**src/rtl/reset_sequencer_pkg.sv**
```systemverilog
// Shared definitions for the reset sequencer: FSM state encoding, the
// default parameter values and the counter width helper.
package reset_sequencer_pkg;

  typedef enum logic [2:0] {
    HOLD       = 3'd0,
    WAIT_LOCK  = 3'd1,
    STABLE     = 3'd2,
    REL_IC     = 3'd3,
    REL_PERIPH = 3'd4,
    RUN        = 3'd5
  } seq_state_t;

  localparam int DEF_SYNC_STAGES        = 2;
  localparam int DEF_LOCK_STABLE_CYCLES = 1024;
  localparam int DEF_STAGE_GAP          = 16;

  // The counter has to reach max(a, b) - 1. A 1-bit floor keeps the vector
  // legal when both timers are a single cycle long.
  function automatic int cnt_width(input int a, input int b);
    int m;
    m = (a > b) ? a : b;
    return (m <= 2) ? 1 : $clog2(m);
  endfunction

endpackage

```
**src/rtl/reset_sequencer_if.sv**
```systemverilog
// Lock status, restart request and staged reset outputs of the sequencer.
//   locked              clock-wizard lock status (asynchronous to clk_200)
//   sw_rst              one-cycle software restart request
//   interconnect_resetn active-low interconnect reset, released first
//   peripheral_resetn   active-low datapath reset, released second
//   ready               sequence complete
//   lock_loss_cnt       saturating count of lock losses
// slave is the sequencer's view, master the view of whoever drives it.
interface reset_sequencer_if;
  logic       locked;
  logic       sw_rst;
  logic       interconnect_resetn;
  logic       peripheral_resetn;
  logic       ready;
  logic [7:0] lock_loss_cnt;

  modport master (
    output locked, sw_rst,
    input  interconnect_resetn, peripheral_resetn, ready, lock_loss_cnt
  );

  modport slave (
    input  locked, sw_rst,
    output interconnect_resetn, peripheral_resetn, ready, lock_loss_cnt
  );
endinterface

```
**src/rtl/bit_sync.sv**
```systemverilog
// Multi-flop synchronizer for a single asynchronous bit.
//   clk  destination clock
//   clr  asynchronous active-high clear of every stage
//   d    asynchronous input
//   q    synchronized output, SYNC_STAGES edges behind d
module bit_sync #(
  parameter int SYNC_STAGES = 2
) (
  input  logic clk,
  input  logic clr,
  input  logic d,
  output logic q
);

  logic [SYNC_STAGES-1:0] sync_ff;

  always_ff @(posedge clk or posedge clr) begin
    if (clr) sync_ff <= '0;
    else     sync_ff <= {sync_ff[SYNC_STAGES-2:0], d};
  end

  assign q = sync_ff[SYNC_STAGES-1];

endmodule

```
**src/rtl/reset_sequencer.sv**
```systemverilog
// Staged reset release after clock-wizard lock.
//   clk_200  clock-wizard output clock
//   reset    asynchronous active-high reset
//   seq      lock/restart inputs, staged resets, ready and lock-loss count
//
// state      | meaning
// HOLD       | just out of reset, everything held
// WAIT_LOCK  | all resets asserted, waiting for synchronized lock
// STABLE     | lock seen, counting LOCK_STABLE_CYCLES of continuous lock
// REL_IC     | interconnect released, waiting STAGE_GAP
// REL_PERIPH | peripherals released, waiting STAGE_GAP
// RUN        | sequence complete
module reset_sequencer
  import reset_sequencer_pkg::*;
#(
  parameter int SYNC_STAGES        = DEF_SYNC_STAGES,
  parameter int LOCK_STABLE_CYCLES = DEF_LOCK_STABLE_CYCLES,
  parameter int STAGE_GAP          = DEF_STAGE_GAP
) (
  input logic              clk_200,
  input logic              reset,
  reset_sequencer_if.slave seq
);

  localparam int CNT_W = cnt_width(LOCK_STABLE_CYCLES, STAGE_GAP);
  localparam logic [CNT_W-1:0] LOCK_TC = CNT_W'(LOCK_STABLE_CYCLES - 1);
  localparam logic [CNT_W-1:0] GAP_TC  = CNT_W'(STAGE_GAP - 1);
  localparam logic [CNT_W-1:0] CNT_MAX = '1;

  seq_state_t       state, state_nxt;
  logic [CNT_W-1:0] cnt;
  logic             locked_s;
  logic             lock_lost;
  logic             ic_resetn_q, periph_resetn_q, ready_q;
  logic [7:0]       lock_loss_cnt_q;

  bit_sync #(.SYNC_STAGES(SYNC_STAGES)) u_lock_sync (
    .clk (clk_200),
    .clr (reset),
    .d   (seq.locked),
    .q   (locked_s)
  );

  always_ff @(posedge clk_200 or posedge reset) begin
    if (reset) begin
      state           <= HOLD;
      cnt             <= '0;
      ic_resetn_q     <= 1'b0;
      periph_resetn_q <= 1'b0;
      ready_q         <= 1'b0;
      lock_loss_cnt_q <= 8'd0;
    end else begin
      state <= state_nxt;
      // Saturate so idle states never wrap back onto a terminal count.
      if (state_nxt != state)  cnt <= '0;
      else if (cnt != CNT_MAX) cnt <= cnt + 1'b1;
      // Decoded from the next state so the outputs move on the same edge.
      ic_resetn_q     <= (state_nxt == REL_IC) || (state_nxt == REL_PERIPH) ||
                         (state_nxt == RUN);
      periph_resetn_q <= (state_nxt == REL_PERIPH) || (state_nxt == RUN);
      ready_q         <= (state_nxt == RUN);
      if (lock_lost && lock_loss_cnt_q != 8'hFF)
        lock_loss_cnt_q <= lock_loss_cnt_q + 8'd1;
    end
  end

  always_comb begin
    state_nxt = state;
    lock_lost = 1'b0;
    case (state)
      HOLD:      state_nxt = WAIT_LOCK;
      WAIT_LOCK: if (locked_s) state_nxt = STABLE;
      default: begin
        // Lock loss wins over both sw_rst and a terminal count, so a
        // combined event is counted exactly once and never releases.
        if (!locked_s) begin
          state_nxt = WAIT_LOCK;
          lock_lost = 1'b1;
        end else if (seq.sw_rst && state != STABLE) begin
          state_nxt = WAIT_LOCK;
        end else begin
          case (state)
            STABLE:     if (cnt == LOCK_TC) state_nxt = REL_IC;
            REL_IC:     if (cnt == GAP_TC)  state_nxt = REL_PERIPH;
            REL_PERIPH: if (cnt == GAP_TC)  state_nxt = RUN;
            default:    state_nxt = state;
          endcase
        end
      end
    endcase
  end

  assign seq.interconnect_resetn = ic_resetn_q;
  assign seq.peripheral_resetn   = periph_resetn_q;
  assign seq.ready               = ready_q;
  assign seq.lock_loss_cnt       = lock_loss_cnt_q;

endmodule
```
**src/flat_wrapper.sv**
```systemverilog
// flat-port wrapper written by rule: the top's interface ports become plain ports
module reset_sequencer_flat import reset_sequencer_pkg::*;
#(
  parameter int SYNC_STAGES        = DEF_SYNC_STAGES,
  parameter int LOCK_STABLE_CYCLES = DEF_LOCK_STABLE_CYCLES,
  parameter int STAGE_GAP          = DEF_STAGE_GAP
)
  (clk_200, reset, seq_locked, seq_sw_rst, seq_interconnect_resetn, seq_peripheral_resetn, seq_ready, seq_lock_loss_cnt);
  reset_sequencer_if seq_i ();
  input logic clk_200;
  input logic reset;
  input wire logic [$bits(seq_i.locked)-1:0] seq_locked;
  input wire logic [$bits(seq_i.sw_rst)-1:0] seq_sw_rst;
  output wire logic [$bits(seq_i.interconnect_resetn)-1:0] seq_interconnect_resetn;
  output wire logic [$bits(seq_i.peripheral_resetn)-1:0] seq_peripheral_resetn;
  output wire logic [$bits(seq_i.ready)-1:0] seq_ready;
  output wire logic [$bits(seq_i.lock_loss_cnt)-1:0] seq_lock_loss_cnt;
  assign seq_i.locked = seq_locked;
  assign seq_i.sw_rst = seq_sw_rst;
  assign seq_interconnect_resetn = seq_i.interconnect_resetn;
  assign seq_peripheral_resetn = seq_i.peripheral_resetn;
  assign seq_ready = seq_i.ready;
  assign seq_lock_loss_cnt = seq_i.lock_loss_cnt;
  reset_sequencer #(.SYNC_STAGES(SYNC_STAGES), .LOCK_STABLE_CYCLES(LOCK_STABLE_CYCLES), .STAGE_GAP(STAGE_GAP)) u_core (.clk_200(clk_200), .reset(reset), .seq(seq_i));
endmodule
```
**config.mk**
```make
export PLATFORM = sky130hd
export DESIGN_NAME = reset_sequencer_flat
export DESIGN_NICKNAME = d
export VERILOG_FILES = /design/src/rtl/reset_sequencer_pkg.sv /design/src/rtl/reset_sequencer_if.sv /design/src/rtl/bit_sync.sv /design/src/rtl/reset_sequencer.sv /design/src/flat_wrapper.sv
export SDC_FILE = /design/constraint.sdc
export NUM_CORES = 1
export LEC_CHECK = 0
export BUFFER_PORTS_ARGS = -buffer_cell sky130_fd_sc_hd__buf_2
export CAP_MARGIN = 15
export CORE_AREA = 2 2 55 57
export CTS_BUF_LIST = sky130_fd_sc_hd__clkbuf_4
export DETAILED_ROUTE_END_ITERATION = 12
export DIE_AREA = 0 0 57 59
export GPL_TIMING_DRIVEN = 0
export PLACE_DENSITY = 0.73
export RECOVER_POWER = 50
export SYNTH_ARGS = -nofsm -noshare
export SYNTH_HDL_FRONTEND = slang
export SYNTH_SLANG_ARGS = --single-unit
```
**constraint.sdc**
```tcl
create_clock -name clk_200 -period 5.01 [get_ports clk_200]
set_input_delay 0.7515 -clock clk_200 [delete_from_list [all_inputs] [get_ports clk_200]]
set_output_delay 0.7515 -clock clk_200 [all_outputs]
set_load 0.02 [all_outputs]
```
; ---- Word level (Yosys, flattened, before mapping)
; Index checks and enable logic that the tools add are counted.
[word_totals]
register_bits = 26
input_bits = 4
output_inout_bits = 11
word_cells = 42
[classes]
add_sub_neg = 2
n_eq_ne = 13
muxes = 12
reduce_logical = 8
[ops]
columns = operator, count
row1 = $mux 10, 2
row2 = $mux 3, 6
row3 = $add 10x1->10 const B, 1
row4 = $eq 10x10->1 const B, 1
row5 = $eq 10x4->1 const B, 1
row6 = $ne 10x10->1 const B, 1
row7 = $eq 3x2->1 const B, 3
row8 = $eq 3x3->1 const B, 3
row9 = $pmux 3 s3, 1
row10 = $add 8x1->8 const B, 1
row11 = $ne 8x8->1 const B, 1
row12 = $pmux 3 s2, 1
row13 = $eq 3x1->1 const B, 1
row14 = $logic_not 3->1, 1
row15 = $logic_or 1x1->1, 3
row16 = $ne 3x2->1 const B, 1
row17 = $ne 3x3->1, 1
row18 = $logic_and 1x1->1, 2
row19 = $mux 1, 2
row20 = $reduce_bool 2->1, 1
row21 = $reduce_or 2->1, 1

; ---- Logic depth before layout (Yosys ltp)
[logic_depth]
word_depth = 9
ltp_mapped = 6
ltp_nobuf = 5

; ---- By module
; From an unflattened synthesis, not the netlist that was laid out.
[hier_totals]
hier_cells = 141
hier_area_um2 = 1438.9
[modules_own_cells]
columns = mod, instances, cells_per_inst, area_each_um2, seq_area_each_um2
row1 = reset_sequencer, 1, 138, 1385.1, 600.6
row2 = bit_sync, 1, 3, 53.8, 50.0

; ---- Worst setup path before layout
; Ideal clock, no wire load.
[synth_timing]
path_kind = register -> register
start = register u_core.cnt[0]
end = register u_core.cnt[2]
setup_time_ns = 0.096
arrival_ns = 1.722
required_time_ns = 4.914
setup_slack_ns = 3.192
stages_incl_launch_ff = 7
n_path_buf = 1
period_less_slack_ns = 1.818
cell_sequence = dfrtp_1 > ha_1 > and3_1 > a311o_1 > a32o_1 > buf_4 > nor4_2
[synth_via]
elab_chain_cells = 8
elab_cells_between_ends = 15
cone_classes = add/sub: 1 / eq/ne: 4 / mux: 9 / reduce/logical: 1
[synth_lines]
columns = element, line_no
row1 = "start, declared", reset_sequencer.sv:31  ; logic [CNT_W-1:0] cnt;
row2 = "start signal, assigned", reset_sequencer.sv:56  ; else if (cnt != CNT_MAX) cnt <= cnt + 1'b1;
row3 = $eq 10x4->1 / $eq 10x10->1 (equally long branches), "reset_sequencer.sv:84, reset_sequencer.sv:85, reset_sequencer.sv:83"
row4 = $mux 3 (on tied branches), "reset_sequencer.sv:85, reset_sequencer.sv:83, reset_sequencer.sv:84"
row5 = $pmux 3 s3, reset_sequencer.sv:82  ; case (state)
row6 = $mux 3, reset_sequencer.sv:79  ; end else if (seq.sw_rst && state != STABLE) begin
row7 = $mux 3, reset_sequencer.sv:76  ; if (!locked_s) begin
row8 = $pmux 3 s2, reset_sequencer.sv:70  ; case (state)
row9 = $ne 3x3->1, reset_sequencer.sv:55  ; if (state_nxt != state) cnt <= '0;
row10 = $mux 10 / $reduce_bool 2->1 (equally long branches), n/a
; Several ways; a longest one is shown, not always the timed one. The select of a mux whose other input is x is not followed.
; A chain may end at the register's enable or synchronous reset.

; ---- Worst setup path in the final report
[layout_timing]
start = register u_core.cnt[0]
end = register u_core.cnt[6]
; Same word-level chain as after synthesis.

==> impl_metrics.env <==
export IMPL_hold_violations=0
export IMPL_max_clock_path_buffers=2
export IMPL_crit_arrival_ps=2220
export IMPL_crit_type="flop to flop"
export IMPL_worstSetupEndpointType="flop"
export IMPL_viasPerCell=6.047
export IMPL_nFillCells=243
export IMPL_path_clk_slew_ps=140
export IMPL_area_growth_pct=11.05
export IMPL_wl_mm=2.686
export IMPL_seq_area_frac_synth=0.4456
export IMPL_numCtsBuffers=3
export IMPL_timing_hold_ws_ps=382.0
export IMPL_pwr_share_seq=0.457
export IMPL_setup_viol=0
export IMPL_drive_above_1_share=0.2284
export IMPL_final_common_cell="dfrtp_1"
export IMPL_min_period_over_period=0.3928
export IMPL_worstPathMaxFanout=10
export IMPL_r2r_cells=6
export IMPL_nets=169
export IMPL_io_pins=15
export IMPL_worst_pin_slew_ps=965.6
export IMPL_numClockSinks=26
export IMPL_yosys_cell_types_count=45
export IMPL_gp_congestion=0.8160
export IMPL_netlist_instances=144
export IMPL_irDropWorstVdd_uv=339.3
export IMPL_cellPowerDensity_nw_per_um2=371.5
export IMPL_synth_seq_cells=26
export IMPL_startpoint="u_core.cnt[0]$_DFFE_PP0P_"
export IMPL_core_area_um2=2710
export IMPL_p_int_mw=0.3960
export IMPL_rsz0062_at_grt="false"
export IMPL_die_w_um=57
export IMPL_whs_endpoint="u_core.u_lock_sync.sync_ff[1]$_DFF_PP0_"
export IMPL_start_util=0.5388
export IMPL_antenna_found_initial=0
export IMPL_synth_area_um2=1460
export IMPL_slew_viol_final=0
export IMPL_maxCapViolCount=0
export IMPL_route_detailed_drc=0
export IMPL_grt_max_degree=27
export IMPL_placementRows=19
export IMPL_syn_nets=150
export IMPL_post_cts_buffers=0
export IMPL_layout_common_cells="26 x dfrtp_1, 16 x buf_2, 16 x nor2_1"
export IMPL_wire_per_inst_um=13.92
export IMPL_clockPowerShare=0.240
export IMPL_portBuffers=14
export IMPL_yosys_warnings=0
export IMPL_holdBufCountCts=0
export IMPL_dp_hpwl_mm=1.972
export IMPL_avgSynthCellArea_um2=10.14
export IMPL_worstSkewPairLatency_ps=330
export IMPL_instances_no_fill=193
export IMPL_status="finished clean"
export IMPL_grt_use_total=0.1815
export IMPL_p_leak_nw=0.7204
export IMPL_fp_dieH_um=59
export IMPL_tritoncts="yes"
export IMPL_cts_root_buf="clkbuf_4"
export IMPL_p_sw_frac=0.3427
export IMPL_dp_cells=189
export IMPL_fin_setup_tns_ps=0
export IMPL_finalPower_mw=0.6025
export IMPL_ctsResizeCount=0
export IMPL_regToRegSetupSlack_ps=3040
export IMPL_ant_nets=0
export IMPL_synth_main_ff_cell="dfrtp_1"
export IMPL_r2r_start="u_core.cnt[0]$_DFFE_PP0P_"
export IMPL_ys_async_sr_fraction=1.000
export IMPL_fin_crit_ps=1968
export IMPL_min_path_cells=0
export IMPL_diodes=0
export IMPL_die_area_um2=3363
export IMPL_grt_pass1_vias=1114
export IMPL_power_switching_mw=0.2065
export IMPL_pwr_share_comb=0.302
export IMPL_vias=1167
export IMPL_drt_iter0_markers=29
export IMPL_drtPass1Iterations=4
export IMPL_skew_ps=6.648
export IMPL_synth_edf_count=0
export IMPL_required_ps=5260
export IMPL_fmax_ghz=0.5081
export IMPL_cp_start_kind="flop"
export IMPL_min_path_type="flop to flop"
export IMPL_grt_overflow=0
export IMPL_htreeDepth=1
export IMPL_r2r_end="u_core.cnt[6]$_DFFE_PP0P_"
export IMPL_grt_pass1_wl_mm=4.830
export IMPL_min_from="u_core.u_lock_sync.sync_ff[0]$_DFF_PP0_"
export IMPL_slew_headroom=0.3555
==> Yosys cell counts (2+ instances only) <==
cell type  number  area share
o211ai_1        3       0.015
a2111oi_2       3       0.031
dfrtp_1        26        0.45
xor2_1          6       0.036
nand2_1        11       0.028
nor4_2          3       0.026
xnor2_1         4       0.024
nor2b_1         2      0.0086
nor3_1          5       0.017
or2_2           2      0.0086
a21oi_1         2      0.0069
mux2i_1         2       0.014
nand4_1         5       0.021
nor2_1         16       0.041
inv_1           8       0.021
a31oi_1         4       0.017
nand3_1         2      0.0069
buf_2           2      0.0069
clkbuf_1        3      0.0077
o21ai_0         2      0.0069
nor4_1          3       0.013
and3_1          3       0.013
o311ai_0        3       0.018
ha_1            2       0.017
and2_1          2      0.0086
==> power groups by stage <==
stage               clock [mW]  combinational (mW)  sequential [mW]
floorplan                    0               0.116            0.298
global placement             0               0.178            0.276
detailed placement           0               0.184            0.279
CTS                      0.147               0.184            0.275
global route             0.153               0.202            0.282
finish                   0.145               0.182            0.276
==> worst max-delay path by stage <==
stage                                end  slack [ps]
2_1_floorplan  u_core.cnt[2]$_DFFE_PP0P_        3190
3_3_place_gp   u_core.cnt[5]$_DFFE_PP0P_        3080
3_5_place_dp   u_core.cnt[2]$_DFFE_PP0P_        3070
4_1_cts        u_core.cnt[2]$_DFFE_PP0P_        3040
5_1_grt        u_core.cnt[3]$_DFFE_PP0P_        2900
6_report       u_core.cnt[6]$_DFFE_PP0P_        3040
==> worst max-delay path, cell delays in order, from the launching register on <==
cell	delay, ps
dfrtp_1	430
ha_1	270
and3_1	250
a311o_1	280
a32o_1	240
buf_4	180
nor4_2	240
==> registers in the layout, indices dropped and copies added (netlist names) <==
name                            flops
u_core.seq.lock_loss_cnt            8
u_core.u_lock_sync.sync_ff          2
u_core.cnt                         10
u_core.seq.ready                    1
u_core.seq.interconnect_resetn      1
u_core.state                        3
u_core.seq.peripheral_resetn        1
==> logic make-up after synthesis <==
logic type	after synthesis	synth area share
adder cells (fa/ha/maj)	2	0.01714
multiplexers	3	0.02142
XOR/XNOR	10	0.05998
AND/OR/NAND/NOR	60	0.2288
buffers and inverters	14	0.04028
flip-flops	26	0.4456
AO/OA/AOI/OAI	29	0.1868
==> stage by stage <==
stage,util,instance area (um^2),worst slack [ps]
6_report,0.5983,1622,3042
5_1_grt,0.5983,1622,2901
4_1_cts,0.5983,1622,3037
3_5_place_dp,0.5789,1569,3070
3_3_place_gp,0.5789,1569,3080
2_1_floorplan,-,1460,3192
==> cell type report <==
cell class                 instances  area (um^2)  share of cell area
buffer                             6        28.78             0.01775
clock buffer                       3        22.52             0.01389
clock inverter                     1        30.03             0.01852
inverter                           8        30.03             0.01852
multi-input combinational        104        750.7              0.4630
sequential                        26        650.6              0.4012
tap                               31        38.79             0.02392
timing repair buffer              14        70.07             0.04321
==> layer usage <==
metal,part of all wire,up-vias,GRT usage
met5,0,-,0
met4,0.020,0,0.07973
met3,0.029,6,0.02620
met2,0.48,19,0.2972
met1,0.47,573,0.2416
li1,-,569,-
Power figures use the tool's default switching activity.
